[src/rtl/mcmem_pkg.sv]
// Shared types and widths for the multicycle memory responder.
package mcmem_pkg;

  typedef enum logic [1:0] {IDLE, WAIT, RESP} mcmem_state_t;

  localparam int WORD_W = 32;
  localparam int CNT_W  = 4;

endpackage

[src/rtl/mcmem_array.sv]
// Single-port synchronous word RAM with a registered read port; contents are not reset.
module mcmem_array
  import mcmem_pkg::*;
#(
  parameter int DEPTH = 64,
  parameter int IDX_W = $clog2(DEPTH)
) (
  input  logic              clk,
  input  logic              we,
  input  logic [IDX_W-1:0]  idx,
  input  logic [WORD_W-1:0] wd,
  output logic [WORD_W-1:0] rd
);

  logic [WORD_W-1:0] mem [DEPTH];

  always_ff @(posedge clk) begin
    if (we) begin
      mem[idx] <= wd;
    end
    rd <= mem[idx];
  end

endmodule

[src/rtl/mcmem_responder.sv]
// Wait-state memory responder for the multicycle MIPS datapath.
// Optional misaligned-address check enabled by MCMEM_ALIGN_CHECK_EN (adds port err).
//
// state | meaning
// IDLE  | waiting for req; request is captured on acceptance
// WAIT  | counting down wait states; access happens when cnt reaches 0
// RESP  | one-cycle ready pulse, then back to IDLE
module mcmem_responder
  import mcmem_pkg::*;
#(
  parameter int DEPTH   = 64,
  parameter int LATENCY = 2
) (
  input  logic              clk,
  input  logic              reset,
  input  logic              req,
  input  logic              we,
  input  logic [31:0]       addr,
  input  logic [WORD_W-1:0] wdata,
  output logic [WORD_W-1:0] rdata,
  output logic              ready,
  output logic              busy
`ifdef MCMEM_ALIGN_CHECK_EN
  ,
  output logic              err
`endif
);

  localparam int IDX_W = $clog2(DEPTH);

  mcmem_state_t      state_q, state_d;
  logic [CNT_W-1:0]  cnt_q, cnt_d;
  logic              we_q, we_d;
  logic [IDX_W-1:0]  idx_q, idx_d;
  logic [WORD_W-1:0] wdata_q, wdata_d;
  logic [WORD_W-1:0] rdata_q, rdata_d;
  logic              mis_q, mis_d;

  logic              accept;
  logic              access;
  logic              misalign;
  logic              mem_we;
  logic [IDX_W-1:0]  mem_idx;
  logic [WORD_W-1:0] mem_rd;
  logic              unused_addr;

`ifdef MCMEM_ALIGN_CHECK_EN
  assign misalign    = (addr[1:0] != 2'b00);
  assign err         = (state_q == RESP) && mis_q;
  assign unused_addr = ^addr[31:2+IDX_W];
`else
  assign misalign    = 1'b0;
  assign unused_addr = ^{addr[31:2+IDX_W], addr[1:0]};
`endif

  assign accept = (state_q == IDLE) && req;
  assign access = (state_q == WAIT) && (cnt_q == '0);
  assign mem_we = access && we_q && !mis_q;

  // Present the incoming index while IDLE so the registered read port already
  // holds the word by the time the last wait state ends, even for LATENCY=1.
  assign mem_idx = (state_q == IDLE) ? addr[2 +: IDX_W] : idx_q;

  mcmem_array #(
    .DEPTH (DEPTH),
    .IDX_W (IDX_W)
  ) u_array (
    .clk (clk),
    .we  (mem_we),
    .idx (mem_idx),
    .wd  (wdata_q),
    .rd  (mem_rd)
  );

  always_ff @(posedge clk) begin
    if (reset) begin
      state_q <= IDLE;
    end else begin
      state_q <= state_d;
    end
  end

  always_comb begin
    state_d = state_q;
    case (state_q)
      IDLE:    if (req) state_d = WAIT;
      WAIT:    if (cnt_q == '0) state_d = RESP;
      RESP:    state_d = IDLE;
      default: state_d = IDLE;
    endcase
  end

  always_comb begin
    ready = 1'b0;
    busy  = 1'b0;
    case (state_q)
      WAIT:    busy = 1'b1;
      RESP: begin
        ready = 1'b1;
        busy  = 1'b1;
      end
      default: ;
    endcase
  end

  always_comb begin
    cnt_d   = cnt_q;
    we_d    = we_q;
    idx_d   = idx_q;
    wdata_d = wdata_q;
    mis_d   = mis_q;
    rdata_d = rdata_q;
    if (accept) begin
      cnt_d   = CNT_W'(LATENCY - 1);
      we_d    = we;
      idx_d   = addr[2 +: IDX_W];
      wdata_d = wdata;
      mis_d   = misalign;
    end else if ((state_q == WAIT) && (cnt_q != '0)) begin
      cnt_d = cnt_q - 1'b1;
    end
    if (access && !we_q && !mis_q) begin
      rdata_d = mem_rd;
    end
  end

  always_ff @(posedge clk) begin
    if (reset) begin
      cnt_q   <= '0;
      we_q    <= 1'b0;
      idx_q   <= '0;
      wdata_q <= '0;
      mis_q   <= 1'b0;
      rdata_q <= '0;
    end else begin
      cnt_q   <= cnt_d;
      we_q    <= we_d;
      idx_q   <= idx_d;
      wdata_q <= wdata_d;
      mis_q   <= mis_d;
      rdata_q <= rdata_d;
    end
  end

  assign rdata = rdata_q;

endmodule

[config.mk]
export PLATFORM = sky130hd
export DESIGN_NAME = mcmem_responder
export DESIGN_NICKNAME = d
export VERILOG_FILES = /design/src/rtl/mcmem_pkg.sv /design/src/rtl/mcmem_array.sv /design/src/rtl/mcmem_responder.sv
export SDC_FILE = /design/constraint.sdc
export NUM_CORES = 2
export LEC_CHECK = 0
export BUFFER_PORTS_ARGS = -buffer_cell sky130_fd_sc_hd__buf_2
export CORE_MARGIN = 1.5
export CORE_UTILIZATION = 55
export CTS_BUF_LIST = sky130_fd_sc_hd__clkbuf_4
export DETAILED_ROUTE_END_ITERATION = 8
export PLACE_DENSITY_LB_ADDON = 0.12
export SYNTH_ARGS = -nofsm -noshare
export SYNTH_HDL_FRONTEND = slang
export SYNTH_HIERARCHICAL = 1
export SYNTH_SLANG_ARGS = --single-unit
[constraint.sdc]
create_clock -name clk -period 6.2 [get_ports clk]
set_clock_uncertainty 0.15 [all_clocks]
set_input_delay 0 -clock clk [delete_from_list [all_inputs] [get_ports clk]]
set_output_delay 0 -clock clk [all_outputs]
set_load 0.1 [all_outputs]
== Word-level counts from Yosys, hierarchy flattened ==
Memories as Yosys holds them, arrays and structs flattened. A register that Yosys moved wholly into a read port is not among the register bits.
Cells that the tools add are included.
Cells by class
  add/sub/neg operators: 1
  reduce and logical (&&, ||, !) cells: 13
  eq/ne operators: 4
  multiplexer cells: 10
Operators with widths (count)
  1-bit two-way mux: 6
  6-bit two-way mux: 1
  1-bit logical AND: 5
  4-bit logical NOT: 1
  2-bit two-way mux: 2
  2-bit != test (second input constant): 2
  2-bit case mux with 2 select lines: 1
  4-bit nonzero test: 1
  2-bit OR reduction: 2
  4-bit by 1-bit subtractor with 4-bit output (second input constant): 1
  2-bit by 1-bit equality test with 1-bit output (second input constant): 1
  2-bit equality test (second input constant): 1
  2-bit logical NOT: 1
  2-bit AND reduction: 1
  2-bit nonzero test: 1
  1-bit logical NOT: 1
Word-level totals
  output and inout port bits: 34
  word-level logic and storage cells: 36
  bits in writable memories: 2048
  memories kept: 1
  register bits after elaboration: 77
Memories
  u_array.mem: words 64, bits a word 32, rd ports 1, clocked after Yosys merged registers in 1, write ports 1, RTL line mcmem_array.sv:15  | logic [WORD_W-1:0] mem [DEPTH];

== Longest topological paths before layout ==
  depth in word-level cells: 5
  depth in mapped cells: 17

== Cells and area by module ==
Netlist, hierarchy kept.
By module, submodules not included
  mcmem_array: instances 1, cells an instance 4239, area each 78928.2 um2
  mcmem_responder: instances 1, cells an instance 362, area each 3076.7 um2

== Worst setup path before layout ==
No wires, ideal clock.
  kind: register to register
  from: reg state_q[0]
  to: mem u_array.mem[11][0], enable pin
  path slack: 1620 ps
  arrival time: 4009 ps
  setup time: 421 ps
  cell stages (with the launch flop): 14
  period minus slack after synthesis: 4580 ps
  data required time: 5629 ps
  path through: dfxtp_1 inv_1 ha_1 clkbuf_1 mux2_2 buf_2 buf_2 buf_2 buf_2 buf_2 buf_2 nor2b_1 nand2_1 nor2_1
Between the ends
  elaborated cells between the ends (all ways): 7
  those cells by class: eq/ne: 1; mux: 3; reduce/logical: 3
RTL lines
  start: declaration: RTL line mcmem_responder.sv:31  | mcmem_state_t state_q, state_d;
  start signal: assignment: RTL line mcmem_responder.sv:79  | state_q <= state_d;
  2-bit logical NOT: RTL line mcmem_responder.sv:62  | assign mem_idx = (state_q == IDLE) ? addr[2 +: IDX_W] : idx_q;
  6-bit two-way mux: RTL line mcmem_responder.sv:62
  net mem_idx[2]: RTL line mcmem_responder.sv:43  | logic [IDX_W-1:0] mem_idx;
  end: declaration: RTL line mcmem_array.sv:15
The timed path passes the listed nets, and every way through them passes these cells.

== Worst setup path after layout ==
  from: reg state_q[1]
  to: reg u_array.rd[20], read port of u_array.mem
Between the ends
  longest elaborated chain between the ends: 2
RTL lines
  2-bit logical NOT: RTL line mcmem_responder.sv:62
  6-bit two-way mux: RTL line mcmem_responder.sv:62
  net mem_idx[2]: RTL line mcmem_responder.sv:43
  end: declaration: RTL line mcmem_array.sv:12  | output logic [WORD_W-1:0] rd
The timed path passes the listed nets, and every way through them passes these cells.
A chain may end at the register's enable or synchronous reset.

==> impl_metrics.csv <==
group,metric,value,unit
floorplan,core,148000,µm²
sta,setup_viol,0,
sta,fin_setup_tns,0,ns
synthesis,syn_nets,4674,
critical_path,r2r-end,"u_array/rd[20]",
power,power,0.0323,W
power,p_per_area,343,nW/µm²
synthesis,yosys-top-cells-area,"edfxtp_1 75%, mux2i_1 3.6%, dfxtp_1 2.7%",
synthesis,yosys.cell_count.top_type,"edfxtp_1",
sta,fmax,0.200,GHz
finish,final_area,94300,µm²
floorplan,io_pins,102,
finish,fin_nets,5355,
clock_network,insertion_delay,1.26,ns
sta,drv_slew,0,
synthesis,ys_top_cells_by_count,"2048 x edfxtp_1, 292 x mux2i_1, 188 x a22oi_1",
critical_path,start_kind,"register",
drt,first_iter_violations,5155,
finish,utilization,63.8,%
synthesis,synth_top_area_share,75.0,%
place,gp_congestion,0.816,
global_routing,grt_pass1_vias,47990,
critical_path,cp-end-kind,"register",
power,leakage,32.1,nW
power,peakVddDrop,243,µV
floorplan,start_util,55.5,%
sta,fin_crit,4.99,ns
drt,first_pass_iters,8,
floorplan,num_rows,141,
finish,syn_to_final_growth,15.0,%
place,post-dp-hpwl,122,mm
drt,dr_total_vias,47879,
drt,wl,221,mm
run_status,status,"finished clean",
synthesis,yosysTopAreaCell,"edfxtp_1",
global_routing,grt_max_degree,109,
drt,wl_per_cell,29.1,µm
synthesis,ys_types,63,
flow_run,maxCapViolations,0,
drt,routed_via_density,6.32,
critical_path,path_max_fanout,46,
clock_network,clkSinkCount,2157,
critical_path,cp.required,7.24,ns
synthesis,ys.flop_type,"edfxtp_1",
sta,rsz0062_at_grt,"false",
clock_network,cts_setup_buffers,0,
min_path,hp-class,"in -> reg",
sta,tightestPinTransition,1.30,ns
clock_network,htree_levels,6,
floorplan,die_w,389,µm
min_path,worstHoldPathCells,6,
critical_path,crit_type,"reg -> reg",
synthesis,synth_cells,4601,
synthesis,async_flop_share,0,%
synthesis,yosys_register_bits,2157,
synthesis,syn_area,82000,µm²
sta,setup_slack,1.21,ns
min_path,min-delay-start,"addr[5]",
clock_network,cts_tree,"done",
clock_network,cts_made_buffers,561,
sta,final.period_utilization,80.5,%
critical_path,reg2reg_from,"state_q[1]",
finish,drive_above_1_share,26.8,%
global_routing,antenna_found_initial,8,
synthesis,synth-edff-count,2048,
global_routing,grt_pass1_wl,321,mm
drt,postRouteAntennaNets,0,
clock_network,clk_pin_slew,0.06,ns
synthesis,synth_warnings,6,
critical_path,r2r_slack,1.21,ns
floorplan,die-area,151000,µm²
critical_path,reg2regPathDepth,10,
global_routing,grt_overflow,0,
place,place_ws,1.39,ns
synthesis,avgSynthCellArea,17.8,µm²
clock_network,clock-root-buffer,"clkbuf_4",
place,portBuffers,75,
critical_path,cp.arrival,6.03,ns
drt,route.detailed.drc,0,
sta,slew_headroom,13.1,%
clock_network,clockBufferDepth,4,
min_path,worstHoldEndpoint,"u_array/rd[31]",
synthesis,ys_seq_area_share,77.7,%
place,placed_area,85900,µm²
global_routing,grt_usage,29.1,%
floorplan,fp.dieH,389,µm
sta,final_hold_viol_count,0,
==> state kept, by name, indices dropped and copies added, names as in the netlist <==
signal and cells:
we_q 1, wdata_q 32, u_array/mem 2048, state_q 2
cnt_q 4, u_array/rd 32, idx_q 6, rdata 32
==> how the worst max path moves through the flow <==
| stage | start | to | slack, ns | depth (start not counted) |
|---|---|---|---|---|
| after floorplan | state_q[0] | u_array/mem[11][0] | 1.62 | 13 |
| after global placement | state_q[0] | u_array/mem[6][13] | 1.43 | 7 |
| after detailed placement | state_q[0] | u_array/mem[6][9] | 1.39 | 7 |
| after CTS | state_q[0] | u_array/mem[6][5] | 1.38 | 7 |
| after global routing | state_q[1] | u_array/mem[6][5] | 1.16 | 7 |
| final | state_q[1] | u_array/rd[20] | 1.21 | 10 |
==> cells by family (layout without fill, tap and decap cells) <==
logic type,count (synthesis),in the layout,share of synthesized area (%)
AO/OA/AOI/OAI,979,979,8.63
buffers and inverters,332,1368,1.82
other,0,10,0
flip-flops,2157,2157,77.7
AND/OR/NAND/NOR,587,587,3.52
adder cells (fa/ha/maj),5,5,0.0763
multiplexers,541,541,8.30
==> layout by cell type, fill, tap and decap left out, drive strengths merged, types with 18 or more instances in the layout <==
master,count
edfxtp,2048
a211oi,18
nand3,54
nor3,23
mux4,96
mux2,153
dlygate4sd3,163
inv,20
mux2i,292
buf,280
clkbuf,830
dfxtp,109
a22o,66
o22ai,93
o21ai,85
nor2,147
clkinv,69
nand2,176
and3,88
nand2b,18
a31oi,43
a21oi,165
a221oi,175
o22a,70
a22oi,188
==> cell type report <==
cell class,instances,area (µm²)
repair buffers,443,3900
inverters,7,33.8
multi-input cells,2112,17500
flip-flops and latches,2157,63700
clock inverters,88,492
diodes,10,25.0
fillers,10419,53500
clock buffers,830,6230
well taps,1930,2410
==> repair_timing <==
action                    CTS  global route
hold buffers              163             0
hold endpoints to repair  118             0
gates resized for setup     0             0
==> stage by stage <==
| step | hold slack (ns) | std cells |
|---|---|---|
| after floorplan | -0.0140 | 4601 |
| after global placement | 0.0880 | 6486 |
| after detailed placement | 0.0998 | 6486 |
| after CTS | 0.0337 | 7567 |
| after global routing | 0.107 | 7576 |
| final | 0.175 | 7577 |
==> critical path, cell delays in order (launching register included) <==
cell and delay (ns):
dfxtp_1 0.34, inv_1 0.14, ha_1 0.60, mux2_8 0.70
nor2b_4 0.95, buf_4 0.36, a22o_1 0.17, a221oi_1 0.05
a211oi_1 0.87, a2111oi_2 0.29, nand3_1 0.16
==> routing by layer <==
metal | vias to the layer above | track usage, % | wire [µm]
met5 | - | 0 | 13
met4 | 2 | 12.4 | 8210
met3 | 448 | 6.04 | 17700
met2 | 2458 | 47.0 | 108000
met1 | 24437 | 38.8 | 86700
li1 | 20534 | - | -
==> power by group <==
group          leakage (nW)  internal, W  total [W]  switching [W]
Clock                  4.07      0.00631     0.0117        0.00541
Combinational          7.99      0.00141    0.00421        0.00280
Sequential             20.1       0.0162     0.0164       0.000188
No activity file was read; power rests on OpenSTA's default activity.
